===== src/rtl/escalar_seq_ctrl.sv =====
// Sequential scalar-by-matrix multiplier. Multiplies up to 25 signed 8-bit
// elements by a signed 8-bit scalar with one shared shift-add datapath.
// Ports:
//   clk, rst_n        clock, async active-low reset
//   start             operation request, sampled only in IDLE
//   matriz_A          25 x int8 input, element i at [i*8+7:i*8]
//   num_inteiro       int8 scalar multiplier
//   matrix_size       00=2x2 01=3x3 10=4x4 11=5x5
//   busy, done        status; done is a one-cycle completion pulse
//   nova_matriz_A     registered result, same packing as matriz_A
//   overflow_flag     sticky overflow of the current/last operation
// Build option: define ESCALAR_SATURACAO_EN to store 8'h7F / 8'h80 on
// overflow instead of the truncated low byte.
module escalar_seq_ctrl (
  input  logic         clk,
  input  logic         rst_n,
  input  logic         start,
  input  logic [199:0] matriz_A,
  input  logic [7:0]   num_inteiro,
  input  logic [1:0]   matrix_size,
  output logic         busy,
  output logic         done,
  output logic [199:0] nova_matriz_A,
  output logic         overflow_flag
);

  typedef enum logic [2:0] {
    IDLE, LOAD, MULT, WRITE, DONE
  } state_t;

  state_t state, state_nxt;

  logic [199:0]       a_q;
  logic [7:0]         k_q;
  logic [1:0]         sz_q;
  logic signed [15:0] acc;
  logic [4:0]         idx;
  logic [2:0]         bit_cnt;

  logic [4:0]         n_elem;
  logic [7:0]         elem;
  logic signed [15:0] addend;
  logic signed [15:0] acc_nxt;
  logic               ovf_now;
  logic [7:0]         wr_val;
  logic               last;

  always_comb begin
    n_elem = 5'd25;
    unique case (sz_q)
      2'b00:   n_elem = 5'd4;
      2'b01:   n_elem = 5'd9;
      2'b10:   n_elem = 5'd16;
      default: n_elem = 5'd25;
    endcase
  end

  assign elem   = a_q[{idx, 3'b000} +: 8];
  assign addend = $signed({{8{elem[7]}}, elem}) <<< bit_cnt;

  // Bit 7 of the scalar carries weight -128, hence the subtraction.
  always_comb begin
    acc_nxt = acc;
    if (k_q[bit_cnt]) begin
      if (bit_cnt == 3'd7) acc_nxt = acc - addend;
      else                 acc_nxt = acc + addend;
    end
  end

  assign ovf_now = (acc[15:8] != {8{acc[7]}});
  assign last    = ((idx + 5'd1) == n_elem);

`ifdef ESCALAR_SATURACAO_EN
  assign wr_val = ovf_now ? (acc[15] ? 8'h80 : 8'h7F) : acc[7:0];
`else
  assign wr_val = acc[7:0];
`endif

  assign busy = (state != IDLE);
  assign done = (state == DONE);

  always_ff @(posedge clk or negedge rst_n) begin
    if (!rst_n) state <= IDLE;
    else        state <= state_nxt;
  end

  always_comb begin
    state_nxt = state;
    unique case (state)
      IDLE:  if (start) state_nxt = LOAD;
      LOAD:  state_nxt = MULT;
      MULT:  if (bit_cnt == 3'd7) state_nxt = WRITE;
      WRITE: state_nxt = last ? DONE : MULT;
      DONE:  state_nxt = IDLE;
      default: state_nxt = IDLE;
    endcase
  end

  always_ff @(posedge clk or negedge rst_n) begin
    if (!rst_n) begin
      a_q           <= '0;
      k_q           <= '0;
      sz_q          <= '0;
      acc           <= '0;
      idx           <= '0;
      bit_cnt       <= '0;
      nova_matriz_A <= '0;
      overflow_flag <= 1'b0;
    end else begin
      unique case (state)
        LOAD: begin
          a_q           <= matriz_A;
          k_q           <= num_inteiro;
          sz_q          <= matrix_size;
          acc           <= '0;
          idx           <= '0;
          bit_cnt       <= '0;
          nova_matriz_A <= '0;
          overflow_flag <= 1'b0;
        end
        MULT: begin
          acc     <= acc_nxt;
          bit_cnt <= bit_cnt + 3'd1;
        end
        WRITE: begin
          nova_matriz_A[{idx, 3'b000} +: 8] <= wr_val;
          if (ovf_now) overflow_flag <= 1'b1;
          idx     <= idx + 5'd1;
          acc     <= '0;
          bit_cnt <= '0;
        end
        default: ;
      endcase
    end
  end

endmodule


===== config.mk =====
export PLATFORM = sky130hd
export DESIGN_NAME = escalar_seq_ctrl
export DESIGN_NICKNAME = d
export VERILOG_FILES = /design/src/rtl/escalar_seq_ctrl.sv
export SDC_FILE = /design/constraint.sdc
export NUM_CORES = 1
export LEC_CHECK = 0
export ABC_AREA = 1
export CAP_MARGIN = 0
export CORE_MARGIN = 8
export CORE_UTILIZATION = 47
export CTS_CLUSTER_DIAMETER = 120
export CTS_CLUSTER_SIZE = 14
export DETAILED_ROUTE_END_ITERATION = 10
export GPL_ROUTABILITY_DRIVEN = 0
export GPL_TIMING_DRIVEN = 0
export HOLD_SLACK_MARGIN = 0.1
export PLACE_DENSITY = 0.74
export SETUP_SLACK_MARGIN = 0.02
export SYNTH_ARGS = -nofsm -noshare
export SYNTH_HDL_FRONTEND = slang
export SYNTH_SLANG_ARGS = --single-unit

===== constraint.sdc =====
create_clock -name clk -period 9.9 [get_ports clk]
set_clock_uncertainty 0.05 [all_clocks]
set_input_delay 1.98 -clock clk [delete_from_list [all_inputs] [get_ports clk]]
set_output_delay 1.98 -clock clk [all_outputs]
set_load 0.01 [all_outputs]

-- Word level (Yosys, flattened, before mapping)
Cells that the tools add are included.
- add/subtract/negate cells: 5
- reductions and logical operators: 9
- equal/unequal tests: 13
- shift operators: 4
- mux-type cells: 16
- order comparisons: 1
- operators with widths (operator ; count):
    $pmux 200 s2 ; 1
    $bwmux 200 ; 1
    $shift 8x10->200 const A ; 1
    $shiftx 200x9->8 ; 1
    $shiftx 8x10->200 ; 1
    $mux 16 ; 2
    $pmux 16 s2 ; 1
    $add 16x16->16 ; 1
    $sshl 8x3->16 ; 1
    $sub 16x16->16 ; 1
    $pmux 5 s3 ; 1
    $pmux 3 s4 ; 1
    $neg 8->10 ; 1
    $pmux 5 s2 ; 1
    $mux 3 ; 3
    $ne 2x2->1 const B ; 4
    $ne 8x8->1 ; 1
    $eq 3x2->1 const B ; 2
    $eq 3x3->1 const B ; 2
    $pmux 3 s2 ; 1
    $reduce_and 2->1 ; 3
    $add 5x1->5 const B ; 1
    $eq 5x5->1 ; 1
    $lt 3x4->1 const B ; 1
    other kinds (12) ; 14
- output and inout bits: 203
- logic and storage cells: 57
- register bits after elaboration: 438
- bits of input ports: 213

-- Longest topological paths before layout
- depth in word-level cells: 6
- mapped depth: 38
- gate-level depth less buffers: 36

-- Least setup slack after synthesis
No wires, ideal clock.
- kind: register -> register
- from: register idx[0]
- to: register acc[15]
- library setup time: 0.065 ns
- required time: 9.785 ns
- setup slack: 5.995 ns
- cell stages (with the launch flop): 35
- path buffers: 3
- clock period less this slack: 3.905 ns
- arrival time: 3.790 ns
- cells stage by stage: dfrtp_1 buf_6 buf_6 buf_6 a21oi_1 o21ai_1 nand3_1 nand3_1 nand2_1 nand3_2 nand2_1 nand3_2 ha_1 inv_1 nand2_1 xor2_1 ha_1 nand2_1 o21ai_0 a21oi_1 nor2_1 o21ai_0 nand2_1 nand2_1 nand2_1 nand2_1 nand2_1 nand2_1 inv_1 nand2_1 o21ai_0 inv_1 nand3_1 nand3_1 nand2_1
- word-level cells in the longest chain between the ends: 6
- elaborated cells on any way between the ends: 7
- those cells by class: 2 x add/sub; 2 x shift; 3 x mux
- ends and longest elaborated chain (item ; RTL line ; text):
    start, declared ; 37 ; logic [4:0] idx;
    start signal, assigned ; 128 ; idx <= idx + 5'd1;
    $shiftx 200x9->8 (*) ; 58 ; assign elem = a_q[{idx, 3'b000} +: 8];
    $sshl 8x3->16 (*) ; 59 ; assign addend = $signed({{8{elem[7]}}, elem}) <<< bit_cnt;
    $add 16x16->16 or $sub 16x16->16 (tied branches) ; 66, 65 ;
    $mux 16 (*) ; 65 ; if (bit_cnt == 3'd7) acc_nxt = acc - addend;
    $mux 16 (*) ; 64 ; if (k_q[bit_cnt]) begin
    $pmux 16 s2 (*) ; 110 ; unique case (state)
    end signal, assigned ; 122 ; acc <= acc_nxt;
    end, declared ; 36 ; logic signed [15:0] acc;
Every way passes the cells marked *; elsewhere a longest branch is shown, timed or not. The select of a mux whose other input is x is not followed.
A chain may end at the register's enable or synchronous reset.

-- Final worst setup path
- from: register idx[1]
- to: register acc[15]
Same word-level chain as after synthesis.

==> out/summary.md <==
Post-CTS repair changed the size of 0 cells. The number of rows in the core area is 76. In this run the standard cell core region covers 0.0429 mm2. For the number of antenna violations at the first check in global routing, the log shows 1. TritonCTS built the clock tree.

The tools report the DRC violations left as 0. At the later pin of the worst-skew pair, clock insertion delay measures 570 ps. The number of synthesized flops with an enable pin was 0; the synthesis warning total was 0. The tools report the all-layer global routing usage as 28.9%. Setup violations remaining at the end of the flow were counted as 0. OpenSTA, run right after detailed placement, puts the worst setup slack at 4840 ps. Cell internal power was estimated by the tool at 4230 uW. Entering global routing, the biggest net connects 130 pins. In the post-synthesis netlist, the biggest area contributors are sky130_fd_sc_hd__dfrtp_1 54%, sky130_fd_sc_hd__nand2_1 13%, sky130_fd_sc_hd__o21ai_0 9.1%, sky130_fd_sc_hd__nand3_1 7.1%, sky130_fd_sc_hd__inv_1 3.8%. Data arrives at the worst endpoint at 5660 ps.

The run gives 0 as the cts-stage hold buffer count. The worst register-to-register path begins at idx[1]$_DFFE_PN0N_. The clock network power share came out at 17.3%. Per report_power, the sequential group accounts for 32.8% of the total. The run gives 0 as the total count of hold-check failures in the final report.

Of the total power, combinational logic draws 49.9%. The worst path needs 5230 ps of the cycle, external delays included. The worst register-to-register path has a depth of 32. The number of iterations in the first detailed-routing pass is 6, and the floorplan die width is 224 um.

The critical path starts at idx[1]$_DFFE_PN0N_. Detailed placement ended at an HPWL of 56.6 mm. For the number of clock sinks, the log shows 438. The first global-routing pass estimated 113 mm of wire.

The die covers 0.0501 mm2. The commonest cells after synthesis are 718 x sky130_fd_sc_hd__nand2_1, 438 x sky130_fd_sc_hd__dfrtp_1, 368 x sky130_fd_sc_hd__o21ai_0. Counting every net in the synthesized netlist gives 2695. In this run the worst path has a maximum fanout of 10.

STA classifies the critical path endpoint as a flop. The family of cells with the greatest summed delay on the critical path is simple AND/OR/NAND/NOR gates. The logs give 3152 for the total number of nets in the final design and 0.0119 uW for the standby leakage power. Of the total power, the share spent switching nets is 45.3%. Summed over all instances, the cell type with the most area after synthesis is sky130_fd_sc_hd__dfrtp_1. Counting every instance in the synthesized netlist gives 2458. The analysis attributes to net switching a power of 3490 uW. The initial core utilization was 47.3%; the number of input and output port buffers inserted was 415.

sky130_fd_sc_hd__nand2_1 is the most common cell in the netlist. Clock tree synthesis selected as its root buffer the cell sky130_fd_sc_hd__clkbuf_16. Setup slack on the critical path of the routed design comes to 4670 ps.

The total power density per cell area is 294 mW/mm2, and the register bit total from synthesis is 438. The post-synthesis instance area was 0.0203 mm2. Once detail routing completed, the nets flagged for antenna violations numbered 0. By instance count, the cell type seen most on the critical path is sky130_fd_sc_hd__nand2_1. The H-tree was split into 2 levels. The number of DRC markers in iteration 0 was 2267. The instance count after placement with tap cells included is 3461. Sequential cells were found to cover 54.0% of the synthesized design area.

The tools report the startpoint type of the worst setup path as a flop. The maximum ir drop on the vdd rail was 0.196 mV. The most used flip-flop cell after synthesis is sky130_fd_sc_hd__dfrtp_1.

In this run the tightest slew margin relative to its limit is 31.9%. Clock-pin slew was measured on the worst setup and hold paths at 60 ps. For the number of global-route vias before repair, the log shows 19600.

In this run the worst hold path is classified as flop to flop. For this run, the slowest stage of the critical path takes 600 ps. The number of gates on the worst path with buffers counted came out at 32. In the final routed layout, each cell accounts on average for 21.2 um.

The total number of vias is 19800, and the power after layout is 7720 uW. For the number of standard cells in the final layout excluding fillers, the log shows 3502. The largest individual stage delay along the critical path comes from the cell sky130_fd_sc_hd__clkbuf_1. The unique cell type count in the Yosys netlist is 39, and the fraction of the cycle the final worst path needs is 52.9%.

In this run the critical register-to-register path is captured at acc[15]$_DFFE_PN0P_. The run gives 10330 ps as the worst endpoint required time. The run gives 4670 ps as the internal reg-to-reg setup slack. The critical path contains buffers and inverters numbering 5 combined. The fraction of layout cells with a size suffix above 1 came out at 3.94%. The boundary pin count is 416. Across the run, the number of max-cap violations was 0.

The total wirelength of the detailed-routed design is 74.1 mm, and the share of Yosys cell area claimed by the top area cell type is 54.0%. The leftover overflow at the end of global routing is 0, and the number of clock buffers inserted by TritonCTS is 37. In this run the vertical extent of the chip is 224 um. Number of buffers added for setup after CTS: 0.

The final-report max-slew violation count was 0; the synthesized area divided by synthesized cell count was 8.26 um2. The flow ran to the end, and the final reports show no timing, DRC or antenna violations. For the pin with the worst max-slew slack, the measured transition is 1020 ps. In this run the worst setup path terminates at acc[15]$_DFFE_PN0P_. The path type of the worst setup path is flop to flop. The async set-or-reset flop fraction in the synthesized netlist was 100%; the layout-stage area growth over the synthesis result was 29.3%. Setup repair after global routing left no endpoint under its margin.

The maximum number of buffers from clock root to sink was 3. Measured on the finished design, the core utilization comes to 61.2%. The number of vias per cell after detailed routing was 5.67; the fmax was 191 MHz.
## layer usage
metal / GRT usage (%) / wire length (um)
met5: 0 / 0
met1: 37.4 / 29500
met3: 6.02 / 6890
met2: 44.8 / 33100
met4: 16.9 / 4580
## worst reg2reg max path: cells and delay by family (launching register included)
family / cells / cell delay [ps]
simple gates: 19 / 1840
xor+xnor: 1 / 190
buf+inv: 5 / 1010
fa+ha+maj: 2 / 580
flops: 1 / 480
compound gates: 5 / 1020
## power groups by stage
stage,logic (uW),registers [uW],clock network (uW)
after floorplan,2590,2490,0
after global placement,3640,2560,0
after detailed placement,3760,2560,0
after CTS,3790,2530,1350
after global routing,4270,2580,1410
final,3850,2540,1340
## logic make-up (layout without fill, tap and decap cells)
logic type	Yosys count	after routing	share of synthesized area (%)
flip-flops	438	438	54.0
AND/OR/NAND/NOR	1132	1132	23.6
other	0	1	0
AO/OA/AOI/OAI	489	489	12.7
adder cells (fa/ha/maj)	24	24	1.52
XOR/XNOR	23	23	0.993
buffers and inverters	352	810	7.15
## cell usage in the layout, fill, tap and decap left out, types with 16 or more instances in the layout
cell	netlist	layout
sky130_fd_sc_hd__a21oi_1	50	50
sky130_fd_sc_hd__nand3_1	288	288
sky130_fd_sc_hd__o22ai_1	16	16
sky130_fd_sc_hd__clkbuf_16	0	38
sky130_fd_sc_hd__o21ai_1	17	17
sky130_fd_sc_hd__ha_1	23	23
sky130_fd_sc_hd__clkdlybuf4s50_1	0	414
sky130_fd_sc_hd__clkbuf_1	93	93
sky130_fd_sc_hd__buf_2	21	21
sky130_fd_sc_hd__nor2_1	61	61
sky130_fd_sc_hd__o211ai_1	28	28
sky130_fd_sc_hd__inv_1	208	208
sky130_fd_sc_hd__dfrtp_1	438	438
sky130_fd_sc_hd__nand2_1	718	718
sky130_fd_sc_hd__nand4_1	26	26
sky130_fd_sc_hd__o21ai_0	368	368
## registers in the layout, summed over array words and instances, names as in the netlist
register,cells
a_q,200
nova_matriz_A,200
acc,16
k_q,8
idx,5
bit_cnt,3
state,3
sz_q,2
overflow_flag,1
## worst min-delay path by stage
stage,start,endpoint,slack [ps],cells after the start
2_1_floorplan,a_q[103]$_DFFE_PN0P_,a_q[103]$_DFFE_PN0P_,390,2
3_3_place_gp,a_q[69]$_DFFE_PN0P_,a_q[69]$_DFFE_PN0P_,400,2
3_5_place_dp,a_q[188]$_DFFE_PN0P_,a_q[188]$_DFFE_PN0P_,410,2
4_1_cts,a_q[161]$_DFFE_PN0P_,a_q[161]$_DFFE_PN0P_,420,2
5_1_grt,a_q[187]$_DFFE_PN0P_,a_q[187]$_DFFE_PN0P_,430,2
6_report,a_q[193]$_DFFE_PN0P_,a_q[193]$_DFFE_PN0P_,420,2
## per-stage QoR
step / cell area, um2 / hold slack (ps) / setup TNS (ps)
2_1_floorplan: 20300 / 387 / 0
3_3_place_gp: 25200 / 402 / -5205450
3_5_place_dp: 25300 / 409 / 0
4_1_cts: 26200 / 425 / 0
5_1_grt: 26200 / 433 / 0
6_report: 26200 / 424 / 0
## layout make-up
cell class,count,area [um2]
antenna,1,2.50
clock buffer,38,951
inverter,217,817
timing repair buffer,418,4240
buffer,135,634
multi-input combinational,1668,7880
tap,585,732
clock inverter,2,27.5
fill,3721,16600
sequential,438,11000
No activity file was read; power rests on OpenSTA's default activity.
